`src/rtl/alu_arbiter_if.sv`:
```
// Requester-side bus of the ALU arbiter: two request ports plus the
// shared response channel.
interface alu_arbiter_if #(
    parameter int DATA_W = 32,
    parameter int OP_W   = 5
);
    logic [1:0]        req_valid;
    logic [1:0]        req_ready;
    logic [OP_W-1:0]   req_op_0;
    logic [OP_W-1:0]   req_op_1;
    logic [DATA_W-1:0] req_a_0;
    logic [DATA_W-1:0] req_b_0;
    logic [DATA_W-1:0] req_a_1;
    logic [DATA_W-1:0] req_b_1;
    logic [1:0]        rsp_valid;
    logic [1:0]        rsp_ready;
    logic [DATA_W-1:0] rsp_result;
    logic              rsp_zero;
    logic              rsp_err;

    modport master (
        output req_valid, req_op_0, req_op_1,
        output req_a_0, req_b_0, req_a_1, req_b_1,
        output rsp_ready,
        input  req_ready, rsp_valid, rsp_result, rsp_zero, rsp_err
    );

    modport slave (
        input  req_valid, req_op_0, req_op_1,
        input  req_a_0, req_b_0, req_a_1, req_b_1,
        input  rsp_ready,
        output req_ready, rsp_valid, rsp_result, rsp_zero, rsp_err
    );
endinterface

```
`src/rtl/alu_arbiter.sv`:
```
// Two-port round-robin arbiter and sequencer around a shared
// combinational ALU: grant, execute one cycle, hold the response.
module alu_arbiter #(
    parameter int DATA_W = 32,
    parameter int OP_W   = 5
) (
    input  logic              clk,
    input  logic              rst_n,
    alu_arbiter_if.slave      bus,
    output logic [DATA_W-1:0] alu_rd1,
    output logic [DATA_W-1:0] alu_rd2,
    output logic [OP_W-1:0]   alu_ctrl,
    input  logic [DATA_W-1:0] alu_result,
    input  logic              alu_zero,
    output logic              busy
);

    typedef enum logic [1:0] {
        IDLE = 2'd0,
        EXEC = 2'd1,
        RESP = 2'd2
    } state_t;

    localparam logic [OP_W-1:0] OP_ADD = OP_W'(5'b00000);
    localparam logic [OP_W-1:0] OP_SUB = OP_W'(5'b00010);
    localparam logic [OP_W-1:0] OP_AND = OP_W'(5'b11100);
    localparam logic [OP_W-1:0] OP_XOR = OP_W'(5'b10000);
    localparam logic [OP_W-1:0] OP_SLL = OP_W'(5'b00100);
    localparam logic [OP_W-1:0] OP_SRL = OP_W'(5'b10100);
    localparam logic [OP_W-1:0] OP_SRA = OP_W'(5'b10110);
    localparam logic [OP_W-1:0] OP_LUI = OP_W'(5'b11111);

    state_t            state;
    state_t            next;
    logic [1:0]        grant;
    logic              prio;
    logic              owner;
    logic [OP_W-1:0]   sel_op;
    logic [DATA_W-1:0] sel_a;
    logic [DATA_W-1:0] sel_b;
    logic [DATA_W-1:0] result_q;
    logic              zero_q;
    logic              err_q;
    logic              unsup;

    function automatic logic is_shift(input logic [OP_W-1:0] op);
        return (op == OP_SLL) || (op == OP_SRL) || (op == OP_SRA);
    endfunction

    function automatic logic is_supported(input logic [OP_W-1:0] op);
        logic ok;
        case (op)
            OP_ADD, OP_SUB, OP_AND, OP_XOR,
            OP_SLL, OP_SRL, OP_SRA, OP_LUI: ok = 1'b1;
            default:                        ok = 1'b0;
        endcase
        return ok;
    endfunction

    // Grant decode: only in IDLE; prio breaks ties between two requests.
    always_comb begin
        grant = 2'b00;
        if (state == IDLE) begin
            case (bus.req_valid)
                2'b01:   grant = 2'b01;
                2'b10:   grant = 2'b10;
                2'b11:   grant = prio ? 2'b10 : 2'b01;
                default: grant = 2'b00;
            endcase
        end
    end

    // Operand mux for the granted requester.
    always_comb begin
        sel_op = grant[1] ? bus.req_op_1 : bus.req_op_0;
        sel_a  = grant[1] ? bus.req_a_1  : bus.req_a_0;
        sel_b  = grant[1] ? bus.req_b_1  : bus.req_b_0;
    end

    assign unsup = !is_supported(alu_ctrl);

    // State register.
    always_ff @(posedge clk or negedge rst_n) begin
        if (!rst_n) state <= IDLE;
        else        state <= next;
    end

    // Next-state logic.
    always_comb begin
        next = state;
        case (state)
            IDLE:    if (grant != 2'b00) next = EXEC;
            EXEC:    next = RESP;
            RESP:    if (bus.rsp_ready[owner]) next = IDLE;
            default: next = IDLE;
        endcase
    end

    // Output logic; req_ready never depends on rsp_ready.
    always_comb begin
        bus.req_ready = grant;
        bus.rsp_valid = 2'b00;
        if (state == RESP) bus.rsp_valid = owner ? 2'b10 : 2'b01;
        busy = (state == EXEC) || (state == RESP);
    end

    // Load ALU inputs, owner and round-robin pointer on a grant.
    always_ff @(posedge clk or negedge rst_n) begin
        if (!rst_n) begin
            alu_rd1  <= '0;
            alu_rd2  <= '0;
            alu_ctrl <= '0;
            owner    <= 1'b0;
            prio     <= 1'b0;
        end else if (grant != 2'b00) begin
            alu_rd1  <= sel_a;
            alu_rd2  <= is_shift(sel_op)
                        ? {{(DATA_W-5){1'b0}}, sel_b[4:0]}
                        : sel_b;
            alu_ctrl <= sel_op;
            owner    <= grant[1];
            prio     <= grant[0];
        end
    end

    // Capture the ALU result at the end of EXEC; bad ops read as zero.
    always_ff @(posedge clk or negedge rst_n) begin
        if (!rst_n) begin
            result_q <= '0;
            zero_q   <= 1'b0;
            err_q    <= 1'b0;
        end else if (state == EXEC) begin
            result_q <= unsup ? '0 : alu_result;
            zero_q   <= unsup ? 1'b1 : alu_zero;
            err_q    <= unsup;
        end
    end

    assign bus.rsp_result = result_q;
    assign bus.rsp_zero   = zero_q;
    assign bus.rsp_err    = err_q;

endmodule
```
`src/flat_wrapper.sv`:
```
// flat-port wrapper written by rule: the top's interface ports become plain ports
module alu_arbiter_flat 
#(
    parameter int DATA_W = 32,
    parameter int OP_W   = 5
)
  (clk, rst_n, alu_rd1, alu_rd2, alu_ctrl, alu_result, alu_zero, busy, bus_req_valid, bus_req_op_0, bus_req_op_1, bus_req_a_0, bus_req_b_0, bus_req_a_1, bus_req_b_1, bus_rsp_ready, bus_req_ready, bus_rsp_valid, bus_rsp_result, bus_rsp_zero, bus_rsp_err);
  alu_arbiter_if #(.DATA_W(DATA_W), .OP_W(OP_W)) bus_i ();
  input  logic clk;
  input  logic rst_n;
  output logic [DATA_W-1:0] alu_rd1;
  output logic [DATA_W-1:0] alu_rd2;
  output logic [OP_W-1:0] alu_ctrl;
  input  logic [DATA_W-1:0] alu_result;
  input  logic alu_zero;
  output logic busy;
  input wire logic [$bits(bus_i.req_valid)-1:0] bus_req_valid;
  input wire logic [$bits(bus_i.req_op_0)-1:0] bus_req_op_0;
  input wire logic [$bits(bus_i.req_op_1)-1:0] bus_req_op_1;
  input wire logic [$bits(bus_i.req_a_0)-1:0] bus_req_a_0;
  input wire logic [$bits(bus_i.req_b_0)-1:0] bus_req_b_0;
  input wire logic [$bits(bus_i.req_a_1)-1:0] bus_req_a_1;
  input wire logic [$bits(bus_i.req_b_1)-1:0] bus_req_b_1;
  input wire logic [$bits(bus_i.rsp_ready)-1:0] bus_rsp_ready;
  output wire logic [$bits(bus_i.req_ready)-1:0] bus_req_ready;
  output wire logic [$bits(bus_i.rsp_valid)-1:0] bus_rsp_valid;
  output wire logic [$bits(bus_i.rsp_result)-1:0] bus_rsp_result;
  output wire logic [$bits(bus_i.rsp_zero)-1:0] bus_rsp_zero;
  output wire logic [$bits(bus_i.rsp_err)-1:0] bus_rsp_err;
  assign bus_i.req_valid = bus_req_valid;
  assign bus_i.req_op_0 = bus_req_op_0;
  assign bus_i.req_op_1 = bus_req_op_1;
  assign bus_i.req_a_0 = bus_req_a_0;
  assign bus_i.req_b_0 = bus_req_b_0;
  assign bus_i.req_a_1 = bus_req_a_1;
  assign bus_i.req_b_1 = bus_req_b_1;
  assign bus_i.rsp_ready = bus_rsp_ready;
  assign bus_req_ready = bus_i.req_ready;
  assign bus_rsp_valid = bus_i.rsp_valid;
  assign bus_rsp_result = bus_i.rsp_result;
  assign bus_rsp_zero = bus_i.rsp_zero;
  assign bus_rsp_err = bus_i.rsp_err;
  alu_arbiter #(.DATA_W(DATA_W), .OP_W(OP_W)) u_core (.clk(clk), .rst_n(rst_n), .bus(bus_i), .alu_rd1(alu_rd1), .alu_rd2(alu_rd2), .alu_ctrl(alu_ctrl), .alu_result(alu_result), .alu_zero(alu_zero), .busy(busy));
endmodule
```
`config.mk`:
```
export PLATFORM = sky130hd
export DESIGN_NAME = alu_arbiter_flat
export DESIGN_NICKNAME = d
export VERILOG_FILES = /design/src/rtl/alu_arbiter_if.sv /design/src/rtl/alu_arbiter.sv /design/src/flat_wrapper.sv
export SDC_FILE = /design/constraint.sdc
export NUM_CORES = 1
export LEC_CHECK = 0
export BUFFER_PORTS_ARGS = -buffer_cell sky130_fd_sc_hd__buf_2
export CAP_MARGIN = 20
export CORE_AREA = 2 2 114 116
export CTS_CLUSTER_SIZE = 24
export DETAILED_ROUTE_END_ITERATION = 12
export DIE_AREA = 0 0 116 118
export GPL_TIMING_DRIVEN = 0
export PLACE_DENSITY_LB_ADDON = 0.15
export SLEW_MARGIN = 20
export SYNTH_ARGS = -nofsm -noshare
export SYNTH_HDL_FRONTEND = slang
export SYNTH_SLANG_ARGS = --single-unit
```
`constraint.sdc`:
```
create_clock -name clk -period 2.07 [get_ports clk]
set_clock_uncertainty 0.15 [all_clocks]
set_input_delay 0.3105 -clock clk [delete_from_list [all_inputs] [get_ports clk]]
set_output_delay 0.3105 -clock clk [all_outputs]
set_load 0.02 [all_outputs]
```
==> results.py <==
metrics = {
    "clock_network": {
        "cts_buffers": 9,
        "clkTransAtPathRegs_ps": 70,
        "cts_tree": "built",
        "h-tree-depth": 3,
        "clock_sinks": 107,
        "cts_max_path_buffers": 2,
        "clkLatencyLatePin_ps": 340,
        "clock-root-buffer": "clkbuf_16",
    },
    "sta": {
        "min_period_ps": 2010,
        "slew_headroom_pct": 66.3,
        "finalHoldViolCount": 0,
        "slew_viol_final": 0,
        "fmax_mhz": 499,
        "tightest_slew_ps": 505,
        "finalSetupViolCount": 0,
        "finalSetupTns_ps": 0,
        "hold_ws_ps": 62.8,
        "post-route-period-util_pct": 96.9,
    },
    "logic_synthesis": {
        "yosysMostFrequentCell": "dfrtp_1",
        "ys_async_sr_fraction_pct": 100,
        "yosys.area.top_type": "dfrtp_1",
        "synth.area.top_cells": "dfrtp_1 54%, mux2i_1 21%, nand2_1 5.6%",
        "synth_seq_cells": 107,
        "yosys.area.top_type_share_pct": 54.4,
        "synthCells": 454,
        "yosysWarnings": 0,
        "postSynthAreaPerCell_um2": 10.8,
        "syn_area_mm2": 0.00492,
        "synth_common_cells": "107 x dfrtp_1, 103 x mux2i_1, 74 x nand2_1",
        "yosys.cell_types.count": 26,
        "synth_top_flop_cell": "dfrtp_1",
        "synth_seq_area_share_pct": 54.4,
        "synth_edf_count": 0,
        "synth_nets": 637,
    },
    "drt": {
        "drc": 0,
        "wl_um": 14300,
        "drtIter0Drc": 149,
        "vias": 4439,
        "drtPass1Iterations": 4,
        "routedWlPerCell_um": 15.3,
        "drtAntennaViolNets": 0,
        "vias_per_cell": 4.74,
    },
    "power": {
        "leakage_nw": 3.68,
        "internal-power_mw": 6.10,
        "p_comb_share_pct": 52.4,
        "p_per_area_mw_per_mm2": 1540,
        "p_clk_share_pct": 14.4,
        "seqPwrFrac_pct": 33.1,
        "switching_share_pct": 44.1,
        "ir_worst_vdd_v": 0.000673,
        "p_switching_mw": 4.81,
        "power_mw": 10.9,
    },
    "critical_path": {
        "cp_slowest_stage_delay_ps": 390,
        "start_kind": "register",
        "path_delay_family": "buffers and inverters",
        "crit_buf_inv": 4,
        "slowest_stage": "dfrtp_1",
        "cp.required_ps": 1610,
        "endpoint_kind": "output pin",
        "path_cells": "inv_2 -> ha_4 -> nand2_2 -> a21oi_2 -> buf_6 -> buf_8 -> buf_4",
        "critPathArrivalTime_ps": 1540,
        "critPathMaxFanout": 6,
        "critPathKind": "reg -> out",
    },
    "min_path": {
        "hold_class": "in -> reg",
    },
    "final_layout": {
        "final_util_pct": 57.1,
        "multi_input_area_mm2": 0.00212,
        "area.growth.synth_to_final_pct": 44.0,
        "diodes": 0,
        "drive_above_1_share_pct": 45.6,
        "nFillCells": 1166,
        "register_area_mm2": 0.00268,
        "fin_nets": 944,
    },
    "place": {
        "routabilityCongestion": 0.769,
        "io_buffers": 284,
        "place_hpwl_um": 11100,
    },
    "floorplanning": {
        "floorplan.initialDensity_pct": 39.7,
        "core_area_mm2": 0.0124,
        "dieArea_mm2": 0.0137,
        "boundaryPins": 285,
        "die-width_um": 116,
        "rows": 41,
        "die_h_um": 118,
    },
    "grt": {
        "grt-ovfl-total": 0,
        "antenna_found_initial": 0,
        "grt_pass1_wl_um": 22000,
        "grt_max_degree": 62,
        "gr-usage-all-layers_pct": 20.5,
        "grt_pass1_vias": 4446,
    },
    "status": {
        "outcome": "complete, no violations",
    },
    "job": {
        "maxCapViolCount": 0,
    },
}
## metrics by stage
step | instance area [um2] | setup slack [ps] | cells
2_1_floorplan | 4920 | 93.6 | 454
3_3_place_gp | 6560 | -650 | 910
3_5_place_dp | 6600 | -346 | 911
4_1_cts | 6970 | -38.9 | 931
5_1_grt | 7090 | -7.05 | 937
6_report | 7090 | 64.6 | 937
## power groups by stage
stage | clock network (mW) | logic (mW) | registers (mW)
6_report | 1.58 | 5.72 | 3.62
5_1_grt | 1.71 | 6.27 | 3.73
4_1_cts | 1.62 | 5.63 | 3.63
3_5_place_dp | 0 | 5.51 | 3.65
3_3_place_gp | 0 | 5.39 | 3.60
2_1_floorplan | 0 | 2.39 | 4.75
## cells in the final DEF, fill, tap and decap left out, drive strengths merged
| cell | Yosys | routed |
|---|---|---|
| a211o | 1 | 1 |
| a21o | 1 | 1 |
| a21oi | 2 | 2 |
| a22oi | 1 | 1 |
| and2 | 2 | 2 |
| buf | 23 | 315 |
| clkbuf | 10 | 23 |
| clkdlybuf4s15 | 0 | 1 |
| clkinv | 0 | 1 |
| clkinvlp | 0 | 3 |
| dfrtp | 107 | 107 |
| dlygate4sd3 | 0 | 1 |
| ha | 6 | 6 |
| inv | 8 | 8 |
| mux2i | 104 | 104 |
| nand2 | 74 | 74 |
| nand2b | 1 | 1 |
| nand3 | 1 | 1 |
| nand4b | 1 | 1 |
| nor2 | 33 | 33 |
| nor2b | 1 | 1 |
| nor3b | 1 | 1 |
| o211a | 1 | 1 |
| o21ai | 47 | 47 |
| o21bai | 1 | 1 |
| o31ai | 27 | 27 |
| xnor2 | 1 | 1 |
## what timing repair did
action	4_1_cts	5_1_grt
hold buffers	1	0
buffers inserted	7	6
pin swaps	0	1
gates cloned	0	1
hold endpoints to repair	46	0
gates resized for setup	18	31
setup endpoints to repair	71	98
## metal layers
| metal | global-route usage [%] | vias to the layer above | routed length (um) | part of all wire [%] |
|---|---|---|---|---|
| li1 | - | 2177 | - | - |
| met1 | 25.0 | 2065 | 5970 | 42 |
| met2 | 35.4 | 170 | 7080 | 49 |
| met3 | 4.07 | 27 | 936 | 6.5 |
| met4 | 8.18 | 0 | 369 | 2.6 |
| met5 | 0 | - | 0 | 0 |
## worst register-to-register path: cells and delay by family (launching register included)
kind / cells / cell delay, ps
AO/OA/AOI/OAI: 2 / 230
adder cells (fa/ha/maj): 1 / 150
buffers and inverters: 3 / 540
flip-flops: 1 / 390
multiplexers: 1 / 330
AND/OR/NAND/NOR: 1 / 60
## state kept, by name (all words and copies together) (netlist names)
name / cells
u_core.bus.rsp_err: 1
u_core.bus.rsp_result: 32
u_core.alu_rd1: 32
u_core.state: 2
u_core.owner: 1
u_core.alu_rd2: 32
u_core.bus.rsp_zero: 1
u_core.alu_ctrl: 5
u_core.prio: 1
## area by class of cell
class                           instances  area share [%]
Tap cell                              172            3.04
Sequential cell                       107            37.8
Clock buffer                           11            3.42
Timing Repair Buffer                  300            22.4
Inverter                                8           0.424
Clock inverter                          4           0.388
Multi-Input combinational cell        306            29.9
Buffer                                 29            2.61
## cells by family after synthesis
logic type,Yosys count,synth area share (%)
compound gates,81,9.93
mux,104,21.2
xor+xnor,1,0.178
fa+ha+maj,6,1.52
flops,107,54.4
buf+inv,41,3.68
simple gates,114,9.10
## worst paths after layout
check | from | end | slack [ps] | depth (start not counted)
max in group asynchronous | rst_n | u_core.bus.rsp_result[4] | 780 | 3
setup / recovery | u_core.state[1] | bus_req_ready[1] | 60 | 7
hold reg to reg | u_core.alu_rd2[6] | u_core.alu_rd2[6] | 320 | 2
setup reg to reg | u_core.state[1] | u_core.alu_rd1[31] | 80 | 8
hold / removal | alu_result[17] | u_core.bus.rsp_result[17] | 60 | 3
min in group asynchronous | rst_n | u_core.alu_rd1[20] | 320 | 2
(Power assumes the default switching activity.)
